## config.mk

```make
export PLATFORM = sky130hd
export DESIGN_NAME = id_decode_stage
export DESIGN_NICKNAME = d
export VERILOG_FILES = /design/src/rtl/rv32i_pkg.sv /design/src/rtl/id_decode_stage_regfile_2r1w.sv /design/src/rtl/id_decode_stage.sv
export SDC_FILE = /design/constraint.sdc
export NUM_CORES = 2
export LEC_CHECK = 0
export ABC_AREA = 1
export BUFFER_PORTS_ARGS = -buffer_cell sky130_fd_sc_hd__buf_2
export CAP_MARGIN = 20
export CELL_PAD_IN_SITES_DETAIL_PLACEMENT = 1
export CELL_PAD_IN_SITES_GLOBAL_PLACEMENT = 2
export CORE_ASPECT_RATIO = 1.5
export CORE_MARGIN = 10
export CORE_UTILIZATION = 34
export DETAILED_ROUTE_END_ITERATION = 8
export GPL_ROUTABILITY_DRIVEN = 0
export PLACE_DENSITY_LB_ADDON = 0.1
export SLEW_MARGIN = 30
export SYNTH_ARGS = -nofsm -noshare
export SYNTH_HDL_FRONTEND = slang
export SYNTH_HIERARCHICAL = 1
export SYNTH_SLANG_ARGS = --single-unit
```

## constraint.sdc

```tcl
create_clock -name clk -period 3 [get_ports clk]
set_clock_uncertainty 0.1 [all_clocks]
set_input_delay 0.6 -clock clk [delete_from_list [all_inputs] [get_ports clk]]
set_output_delay 0.6 -clock clk [all_outputs]
set_load 0.005 [all_outputs]
```

## src/rtl/rv32i_pkg.sv

```systemverilog
// Shared RV32I decode constants: base opcodes, control-field bit positions and ALU operation codes.
package rv32i_pkg;

   localparam logic [6:0] OP_LOAD   = 7'b0000011;
   localparam logic [6:0] OP_STORE  = 7'b0100011;
   localparam logic [6:0] OP_BRANCH = 7'b1100011;
   localparam logic [6:0] OP_JAL    = 7'b1101111;
   localparam logic [6:0] OP_JALR   = 7'b1100111;
   localparam logic [6:0] OP_LUI    = 7'b0110111;
   localparam logic [6:0] OP_AUIPC  = 7'b0010111;
   localparam logic [6:0] OP_IMM    = 7'b0010011;
   localparam logic [6:0] OP_REG    = 7'b0110011;
   localparam logic [6:0] OP_FENCE  = 7'b0001111;
   localparam logic [6:0] OP_SYSTEM = 7'b1110011;

   // id_ex_control = {jump, branch_op, lui, auipc, alu_src_imm, alu_op[1:0]}
   localparam int unsigned EX_CTRL_W    = 7;
   localparam int unsigned EX_JUMP      = 6;
   localparam int unsigned EX_BRANCH    = 5;
   localparam int unsigned EX_LUI       = 4;
   localparam int unsigned EX_AUIPC     = 3;
   localparam int unsigned EX_ALU_SRC   = 2;
   localparam int unsigned EX_ALUOP_LSB = 0;
   localparam int unsigned ALU_OP_W     = 2;

   localparam int unsigned MEM_CTRL_W = 2;
   localparam int unsigned MEM_READ   = 1;
   localparam int unsigned MEM_WRITE  = 0;

   localparam int unsigned WB_CTRL_W     = 2;
   localparam int unsigned WB_REG_WRITE  = 1;
   localparam int unsigned WB_MEM_TO_REG = 0;

   typedef enum logic [ALU_OP_W-1:0] {
      ALU_ADD    = 2'b00,
      ALU_BRANCH = 2'b01,
      ALU_REG    = 2'b10,
      ALU_IMM    = 2'b11
   } alu_op_e;

endpackage

```

## src/rtl/id_decode_stage_regfile_2r1w.sv

```systemverilog
// Architectural register file: two combinational read ports, one write port, x0 hardwired to zero.
module regfile_2r1w
   import rv32i_pkg::*;
#(
   parameter int unsigned XLEN  = 32,
   parameter int unsigned NREGS = 32,
   parameter int unsigned AW    = $clog2(NREGS)
) (
   input  logic            clk,
   input  logic            reset,
   input  logic [AW-1:0]   raddr1_i,
   input  logic [AW-1:0]   raddr2_i,
   output logic [XLEN-1:0] rdata1_o,
   output logic [XLEN-1:0] rdata2_o,
   input  logic            we_i,
   input  logic [AW-1:0]   waddr_i,
   input  logic [XLEN-1:0] wdata_i
);

   logic [XLEN-1:0] regs_q [NREGS];
   logic            wr_en;

   assign wr_en = we_i && (waddr_i != '0);

   // Reset takes priority so a same-cycle writeback is discarded.
   always_ff @(posedge clk) begin
      if (reset) begin
         for (int unsigned i = 0; i < NREGS; i++) regs_q[i] <= '0;
      end else if (wr_en) begin
         regs_q[waddr_i] <= wdata_i;
      end
   end

   always_comb begin
      rdata1_o = '0;
      rdata2_o = '0;
      if (raddr1_i != '0) rdata1_o = (wr_en && waddr_i == raddr1_i) ? wdata_i : regs_q[raddr1_i];
      if (raddr2_i != '0) rdata2_o = (wr_en && waddr_i == raddr2_i) ? wdata_i : regs_q[raddr2_i];
   end

endmodule

```

## src/rtl/id_decode_stage.sv

```systemverilog
// RV32I instruction-decode stage: control decode, immediate generation, register read and load-use detection.
module id_decode_stage
   import rv32i_pkg::*;
#(
   parameter int unsigned XLEN  = 32,
   parameter int unsigned NREGS = 32
) (
   input  logic                  clk,
   input  logic                  reset,
   input  logic [31:0]           if_instr,
   input  logic [31:0]           if_pc,
   input  logic                  if_valid,
   input  logic                  branch,
   input  logic [4:0]            ex_rd,
   input  logic                  ex_mem_read,
   input  logic [4:0]            wb_rd,
   input  logic [XLEN-1:0]       wb_data,
   input  logic                  wb_reg_write,
   output logic [4:0]            id_rd,
   output logic [4:0]            id_Rs1,
   output logic [4:0]            id_Rs2,
   output logic [31:0]           id_pc,
   output logic [XLEN-1:0]       id_rs1,
   output logic [XLEN-1:0]       id_rs2,
   output logic [31:0]           id_immediate,
   output logic [2:0]            id_funct_3,
   output logic [6:0]            id_funct_7,
   output logic [6:0]            id_opcode,
   output logic [EX_CTRL_W-1:0]  id_ex_control,
   output logic [MEM_CTRL_W-1:0] id_mem_control,
   output logic [WB_CTRL_W-1:0]  id_wb_control,
   output logic                  load_use_stall,
   output logic                  illegal_instr
);

   logic [6:0]            opcode;
   logic                  legal, rs1_used, rs2_used, bubble;
   logic [31:0]           imm;
   logic [EX_CTRL_W-1:0]  ex_ctrl;
   logic [MEM_CTRL_W-1:0] mem_ctrl;
   logic [WB_CTRL_W-1:0]  wb_ctrl;
   logic                  illegal_q, illegal_d;

   assign opcode       = if_instr[6:0];
   assign id_opcode    = opcode;
   assign id_rd        = if_instr[11:7];
   assign id_Rs1       = if_instr[19:15];
   assign id_Rs2       = if_instr[24:20];
   assign id_funct_3   = if_instr[14:12];
   assign id_funct_7   = if_instr[31:25];
   assign id_pc        = if_pc;
   assign id_immediate = imm;

   regfile_2r1w #(.XLEN(XLEN), .NREGS(NREGS), .AW(5)) u_regfile (
      .clk      (clk),
      .reset    (reset),
      .raddr1_i (if_instr[19:15]),
      .raddr2_i (if_instr[24:20]),
      .rdata1_o (id_rs1),
      .rdata2_o (id_rs2),
      .we_i     (wb_reg_write),
      .waddr_i  (wb_rd),
      .wdata_i  (wb_data)
   );

   always_comb begin
      legal    = 1'b1;
      rs1_used = 1'b1;
      rs2_used = 1'b0;
      imm      = '0;
      ex_ctrl  = '0;
      mem_ctrl = '0;
      wb_ctrl  = '0;
      unique case (opcode)
         OP_LOAD: begin
            imm = {{20{if_instr[31]}}, if_instr[31:20]};
            ex_ctrl[EX_ALU_SRC]     = 1'b1;
            mem_ctrl[MEM_READ]      = 1'b1;
            wb_ctrl[WB_REG_WRITE]   = 1'b1;
            wb_ctrl[WB_MEM_TO_REG]  = 1'b1;
         end
         OP_STORE: begin
            imm = {{20{if_instr[31]}}, if_instr[31:25], if_instr[11:7]};
            rs2_used = 1'b1;
            ex_ctrl[EX_ALU_SRC]  = 1'b1;
            mem_ctrl[MEM_WRITE]  = 1'b1;
         end
         OP_BRANCH: begin
            imm = {{20{if_instr[31]}}, if_instr[7], if_instr[30:25], if_instr[11:8], 1'b0};
            rs2_used = 1'b1;
            ex_ctrl[EX_BRANCH] = 1'b1;
            ex_ctrl[EX_ALUOP_LSB +: ALU_OP_W] = ALU_BRANCH;
         end
         OP_JAL: begin
            imm = {{12{if_instr[31]}}, if_instr[19:12], if_instr[20], if_instr[30:21], 1'b0};
            rs1_used = 1'b0;
            ex_ctrl[EX_JUMP]      = 1'b1;
            wb_ctrl[WB_REG_WRITE] = 1'b1;
         end
         OP_JALR: begin
            imm = {{20{if_instr[31]}}, if_instr[31:20]};
            ex_ctrl[EX_JUMP]      = 1'b1;
            ex_ctrl[EX_ALU_SRC]   = 1'b1;
            wb_ctrl[WB_REG_WRITE] = 1'b1;
         end
         OP_LUI, OP_AUIPC: begin
            imm = {if_instr[31:12], 12'b0};
            rs1_used = 1'b0;
            ex_ctrl[EX_LUI]       = (opcode == OP_LUI);
            ex_ctrl[EX_AUIPC]     = (opcode == OP_AUIPC);
            ex_ctrl[EX_ALU_SRC]   = 1'b1;
            wb_ctrl[WB_REG_WRITE] = 1'b1;
         end
         OP_IMM: begin
            imm = {{20{if_instr[31]}}, if_instr[31:20]};
            ex_ctrl[EX_ALU_SRC]   = 1'b1;
            ex_ctrl[EX_ALUOP_LSB +: ALU_OP_W] = ALU_IMM;
            wb_ctrl[WB_REG_WRITE] = 1'b1;
         end
         OP_REG: begin
            rs2_used = 1'b1;
            ex_ctrl[EX_ALUOP_LSB +: ALU_OP_W] = ALU_REG;
            wb_ctrl[WB_REG_WRITE] = 1'b1;
         end
         OP_FENCE, OP_SYSTEM: ;
         default: legal = 1'b0;
      endcase
   end

   // A taken branch suppresses the stall so IF is free to redirect.
   assign load_use_stall = if_valid && !branch && !reset && ex_mem_read && (ex_rd != 5'd0) &&
                           ((ex_rd == if_instr[19:15] && rs1_used) ||
                            (ex_rd == if_instr[24:20] && rs2_used));

   assign bubble         = load_use_stall || branch || !if_valid || reset || !legal;
   assign id_ex_control  = bubble ? '0 : ex_ctrl;
   assign id_mem_control = bubble ? '0 : mem_ctrl;
   assign id_wb_control  = bubble ? '0 : wb_ctrl;

   always_comb begin
      illegal_d = illegal_q;
      if (if_valid && !branch && !legal) illegal_d = 1'b1;
   end

   always_ff @(posedge clk) begin
      if (reset) illegal_q <= 1'b0;
      else       illegal_q <= illegal_d;
   end

   assign illegal_instr = illegal_q;

endmodule

```

Word level (Yosys, flattened, before mapping)
Memories as Yosys holds them, arrays and structs flattened.
Cells that the tools add are included.
{"block": "totals", "regBits": 1, "latch_bits": 0, "ram_bits": 1024, "romBits": 0, "inputBits": 112, "output_inout_bits": 173, "wordCells": 77, "mem_count": 1}
{"block": "classes", "add_sub_neg": 0, "mul": 0, "div": 0, "n_lt_le_gt_ge": 0, "n_eq_ne": 15, "shifts": 0, "muxes": 27, "n_bitwise": 0, "reduce_logical": 33}
{"memory": "u_regfile.regs_q", "words": 32, "width": 32, "read_ports": 2, "rd_clocked_by_memory_dff": 0, "wr": 32, "line": "id_decode_stage_regfile_2r1w.sv:20", "text": "logic [XLEN-1:0] regs_q [NREGS];"}
{"operator": "$mux 32", "n": 5}
{"operator": "$pmux 32 s5", "n": 1}
{"operator": "$reduce_or 32->1", "n": 1}
{"operator": "$eq 7x7->1 const B", "n": 4}
{"operator": "$eq 7x6->1 const B", "n": 3}
{"operator": "$eq 5x5->1", "n": 4}
{"operator": "$reduce_bool 5->1", "n": 4}
{"operator": "$mux 1", "n": 15}
{"operator": "$eq 7x5->1 const B", "n": 2}
{"operator": "$logic_and 1x1->1", "n": 11}
{"operator": "$reduce_or 11->1", "n": 1}
{"operator": "$reduce_or 3->1", "n": 3}
{"operator": "$eq 7x2->1 const B", "n": 1}
{"operator": "$eq 7x4->1 const B", "n": 1}
{"operator": "$mux 7", "n": 1}
{"operator": "$reduce_or 7->1", "n": 1}
{"operator": "$mux 2", "n": 3}
{"operator": "$pmux 2 s3", "n": 1}
{"operator": "$reduce_or 6->1", "n": 1}
{"operator": "$logic_or 1x1->1", "n": 5}
{"operator": "$mux 5", "n": 1}
{"operator": "$logic_not 1->1", "n": 4}
{"operator": "$reduce_or 2->1", "n": 2}

Longest topological paths before layout
{"block": "logic_depth", "word_depth": 11, "mapped_depth": 13, "ltp_nobuf": 11}

Modules after synthesis
Netlist, hierarchy kept.
{"mod": "regfile_2r1w", "n_inst": 1, "cells_each": 7417, "area_per_inst_um2": 58108.2, "seq_area_each_um2": 30749.5}
{"mod": "id_decode_stage", "n_inst": 1, "cells_each": 239, "area_per_inst_um2": 1447.6, "seq_area_each_um2": 20.0}

Worst setup path after synthesis
Ideal clock, no wire load.
{"block": "synth_path", "path_kind": "input -> register", "start": "input port wb_rd[4]", "end": "memory u_regfile.regs_q[11][0], enable pin", "setup_ns": 0.478, "t_arrival_ns": 2.321, "required_ns": 2.422, "setup_slack_ns": 0.101, "path_stages": 10, "path_cell_list": "buf_2 inv_2 nand3_1 o21ai_2 nor2_2 nand3_1 inv_2 nand2_1 clkbuf_1 nand2_1"}
{"item": "start, declared", "line": "id_decode_stage.sv:16", "text": "input logic [4:0] wb_rd,"}
{"item": "end, declared", "line": "id_decode_stage_regfile_2r1w.sv:20"}

Worst setup path in the final report
{"block": "layout_path", "start": "input port if_instr[15]", "end": "output port id_rs1[5]"}
{"block": "layout_via", "elab_chain_len": 4}
{"item": "start, declared", "line": "id_decode_stage.sv:10", "text": "input logic [31:0] if_instr,"}
{"item": "branches (longest 3 deep; another with $mem_v2 32x32)"}
{"item": "$mux 32 (*)", "line": "id_decode_stage_regfile_2r1w.sv:37", "text": "if (raddr1_i != '0) rdata1_o = (wr_en && waddr_i == raddr1_i) ? wdata_i : regs_q[raddr1_i];"}
{"item": "end, declared", "line": "id_decode_stage.sv:23", "text": "output logic [XLEN-1:0] id_rs1,"}
Mark *: on every way between the ends.

==> impl_summary.txt <==
----------------------------------------------------
[Floorplan]
  Effective utilization at floorplan ... 0.3412
  Core Box Area ... 174500 sq um
  Std-Cell Rows ... 188
  Vertical die dimension ... 532.6 um
  Die X ... 361.7 um
  Total die area ... between 150000 and 200000 sq um
  I/O Pins ... about 290

[Global route]
  Via count of the first global-routing pass ... 60290
  Initial antenna violation count ... 9
  Wire length of the first global-routing pass ... 435100 um
  Global-route usage over all layers ... 0.3097
  Total overflow reported by the global router ... 0
  Largest net degree at the start of global routing ... 57

[Yosys]
  Leading post-synthesis cells by cell area ... sky130_fd_sc_hd__edfxtp_1, sky130_fd_sc_hd__nand2_1, sky130_fd_sc_hd__nor2_1, sky130_fd_sc_hd__nand3_1, sky130_fd_sc_hd__inv_1
  Cells after synthesis ... ~7700
  Post-synth EDFFs ... between 1000 and 1500
  Yosys top cell area share ... 0.5163
  Dominant synthesized flop cell ... sky130_fd_sc_hd__edfxtp_1
  Unique cell type count in the Yosys netlist ... 39
  Sequential fraction of the synthesis area ... 0.5166
  Count of state elements after synthesis ... 1025
  Number of warnings printed during yosys synthesis ... 6
  Avg Synthesized Cell Area ... 7.779 sq um
  Cell accounting for the most synthesized area ... sky130_fd_sc_hd__edfxtp_1
  Netlist area before placement ... 59560 sq um
  Fraction of registers with async set or reset after synthesis ... 0

[Power and ir drop]
  Net switching power of the design ... 11410 uW
  Power share of the combinational group ... 0.188
  LEAKAGE ... about 0.033 uW
  Pwr per Cell Area ... 502.4 nW/um^2
  Clock share of power ... 0.370
  Switching part of the total ... 0.2980
  Share of power burned in registers ... 0.442
  Maximum vdd drop ... between 0.4 and 0.5 mV
  Internal power component ... roughly 27000 uW

[Clocking]
  Clock network latency to the later pin of the worst-skew pair ... slightly below 800 ps
  Clock sink count ... about 1000
  Clock slew at the register clock pins of the worst setup and hold paths ... around 60 ps
  TritonCTS buffer count ... 112
  H-tree depth reported by CTS ... 3
  CTS Root Cell ... sky130_fd_sc_hd__clkbuf_16
  Number of hold buffers added after CTS ... 0
  TritonCTS clock tree ... yes
  Max clock buf depth ... 3

[Routing]
  Drt drc ... 0
  Drt pass-1 iters ... 6
  Average vias per placed instance ... 5.670
  Antenna Violating Nets Remaining ... 0
  Total wirelength of the detailed-routed design ... ~320000 um
  Detail-routed net length per standard cell ... 30.16 um
  Total vias in the final route ... 59305
  Number of design-rule violations left by the first detailed-router iteration ... roughly 5800

[STA]
  Final worst hold slack ... around 95 ps
  Final setup viols ... 12
  Post-route setup slack ... -118.1 ps
  Highest clock frequency the design can meet ... between 300 and 400 MHz
  Time the final worst path needs with I/O delays and setup ... 3118 ps
  Worst slew slack as a fraction of its limit ... 0.3404
  Transition at the pin with the smallest max-transition slack ... 989.4 ps
  Unrepaired setup endpoints after global routing ... true
  Final Max Tran Viols ... 0
  Period utilization ... 1.039
  Hold violation count in the final report ... 0

[Layout]
  Layout area overhead ... 27.91%
  Net count of the finished layout ... 8194
  Final standard cell area without fillers ... 76180 sq um
  Share of final-layout standard cells stronger than drive strength 1 ... 0.2003
  Total of fill cells in the finished design ... slightly above 20000

[Flow run]
  Number of max-capacitance violations reported ... 0

[Worst hold path]
  Worst min-delay path startpoint ... branch
  Type of the most critical hold path ... in -> reg

[Setup path]
  Critical Path Start ... if_instr[15]
  Maximum net fanout on the critical path ... 11
  Buffer and inverter count on the worst path ... 5
  Worst EP arrival ... 2420 ps
  CP max stage delay ... 340 ps
  Chain of cells forming the critical path ... buf_16 -> inv_16 -> buf_4 -> buf_4 -> nor2_1 -> o21ai_0 -> a21oi_1 -> nand2_2 -> nand2_2 -> a21oi_4 -> buf_2
  Capturing element type of the critical path ... output pin
  Kind of critical path ... in -> out
  Worst reg2reg startpoint ... illegal_instr
  Cell family with most CP delay ... buffers and inverters
  Required @ worst endpoint ... 2300 ps
  Critical Path Slowest Stage Cell ... sky130_fd_sc_hd__a21oi_4
  Critical Path Source Type ... primary input

[Run status]
  Outcome ... complete, but fails checks
  Violations in the final reports ... setup timing

[Placed design]
  Port Buf Inserts ... 220
  Area of placed instances ... 68680 sq um
  HPWL Detailed ... slightly below 200000 um

----------------------------------------------------
==> repair_timing <==
item	CTS	global route
setup buffers	26	30
pin swaps	50	111
setup endpoints to repair	64	68
endpoints found under the hold margin	0	0
gates resized for setup	238	318
gates cloned	22	36
==> registers in the layout, indices dropped and copies added (netlist names) <==
name / flops
illegal_instr: 1
u_regfile/regs_q: 1024
==> metal layers <==
layer / share of wire / GRT usage / vias up
met2: 0.49 / 0.5408 / 2406
met4: 0.056 / 0.1520 / 0
met1: 0.39 / 0.3692 / 30283
met3: 0.067 / 0.04547 / 743
li1: - / - / 25873
met5: 0 / 0 / -
==> worst register-to-register path, delay by kind of cell (launching register included) <==
kind / cells / cell delay, ps
compound gates: 1 / 140
buf+inv: 1 / 40
flops: 1 / 330
==> final timing paths <==
path / slack [ps] / cells past startpoint / end
max reg2reg: 2330 / 2 / illegal_instr
min reg2reg: 370 / 2 / illegal_instr
max: -120 / 11 / id_rs1[5]
min: 90 / 3 / illegal_instr
==> final cells by class <==
type	count	area, sq um	share of cell area
Sequential cell	1025	30770	0.4039
Multi-Input combinational cell	5310	24830	0.3260
Timing Repair Buffer	984	11590	0.1522
Clock buffer	140	2979	0.03911
Tap cell	2280	2853	0.03745
Inverter	645	2506	0.03290
Clock inverter	70	601.8	0.007900
Timing Repair inverter	4	42.54	0.0005584
Antenna cell	1	2.502	0.00003285
==> cell usage in the layout, fill, tap and decap left out, types with 35 or more instances in the layout <==
cell	count
sky130_fd_sc_hd__edfxtp_1	1024
sky130_fd_sc_hd__a21oi_1	196
sky130_fd_sc_hd__nand3_2	106
sky130_fd_sc_hd__o211ai_1	201
sky130_fd_sc_hd__nand2_1	1687
sky130_fd_sc_hd__buf_4	418
sky130_fd_sc_hd__nor2_2	41
sky130_fd_sc_hd__buf_16	45
sky130_fd_sc_hd__inv_1	615
sky130_fd_sc_hd__buf_12	221
sky130_fd_sc_hd__buf_2	207
sky130_fd_sc_hd__clkbuf_16	148
sky130_fd_sc_hd__a21oi_2	64
sky130_fd_sc_hd__nand3_1	934
sky130_fd_sc_hd__nor2_1	1367
sky130_fd_sc_hd__or2_2	37
sky130_fd_sc_hd__buf_6	35
sky130_fd_sc_hd__o21ai_0	331
sky130_fd_sc_hd__o21ai_1	67
sky130_fd_sc_hd__nand2_2	141
==> through the flow <==
step / setup TNS (ps) / total power [uW] / setup slack, ps / util / instances
final: -388.9 / 38270 / -118.1 / 0.4365 / 10459
after global routing: -1822 / 39490 / -133.6 / 0.4365 / 10459
after CTS: -928.9 / 37970 / -60.93 / 0.4242 / 10395
after detailed placement: -17330 / 23530 / -824.2 / 0.3935 / 10143
after global placement: -17970 / 23440 / -884.3 / 0.3935 / 10143
after floorplan: 0 / 20160 / 101.3 / - / 7687
==> cell usage after synthesis, types with 2 or more instances <==
cell,number
sky130_fd_sc_hd__nand2_1,1830
sky130_fd_sc_hd__nor2_1,1404
sky130_fd_sc_hd__nand3_1,1042
sky130_fd_sc_hd__edfxtp_1,1024
sky130_fd_sc_hd__inv_1,622
sky130_fd_sc_hd__o21ai_0,397
sky130_fd_sc_hd__clkbuf_1,371
sky130_fd_sc_hd__a21oi_1,267
sky130_fd_sc_hd__buf_2,212
sky130_fd_sc_hd__o211ai_1,201
sky130_fd_sc_hd__buf_4,68
sky130_fd_sc_hd__buf_1,55
sky130_fd_sc_hd__or2_2,46
sky130_fd_sc_hd__inv_2,20
sky130_fd_sc_hd__o21ai_1,14
sky130_fd_sc_hd__nor2_2,13
sky130_fd_sc_hd__nor3_1,11
sky130_fd_sc_hd__o21ai_2,11
sky130_fd_sc_hd__xnor2_1,7
sky130_fd_sc_hd__xor2_1,6
sky130_fd_sc_hd__nand2_4,5
sky130_fd_sc_hd__nand4_1,5
sky130_fd_sc_hd__nand2_2,4
sky130_fd_sc_hd__nand3_2,4
sky130_fd_sc_hd__clkinv_1,2
sky130_fd_sc_hd__nor2_4,2
==> power groups by stage <==
stage	clock network, uW	logic [uW]	registers (uW)
CTS	14400	6730	16900
finish	14200	7190	16900
floorplan	0	3090	17100
global route	14900	7640	17000
global placement	0	6280	17200
detailed placement	0	6350	17200
==> cells by family after synthesis <==
| group | share of synthesized area |
|---|---|
| and+or+nand+nor | 0.3028 |
| other | 0.00006297 |
| DFF | 0.5166 |
| AOI/OAI and AO/OA | 0.08446 |
| xor gates and xnor gates | 0.001912 |
| buffers and inverters | 0.09410 |
Note: power is estimated with default switching activity, not from simulation.
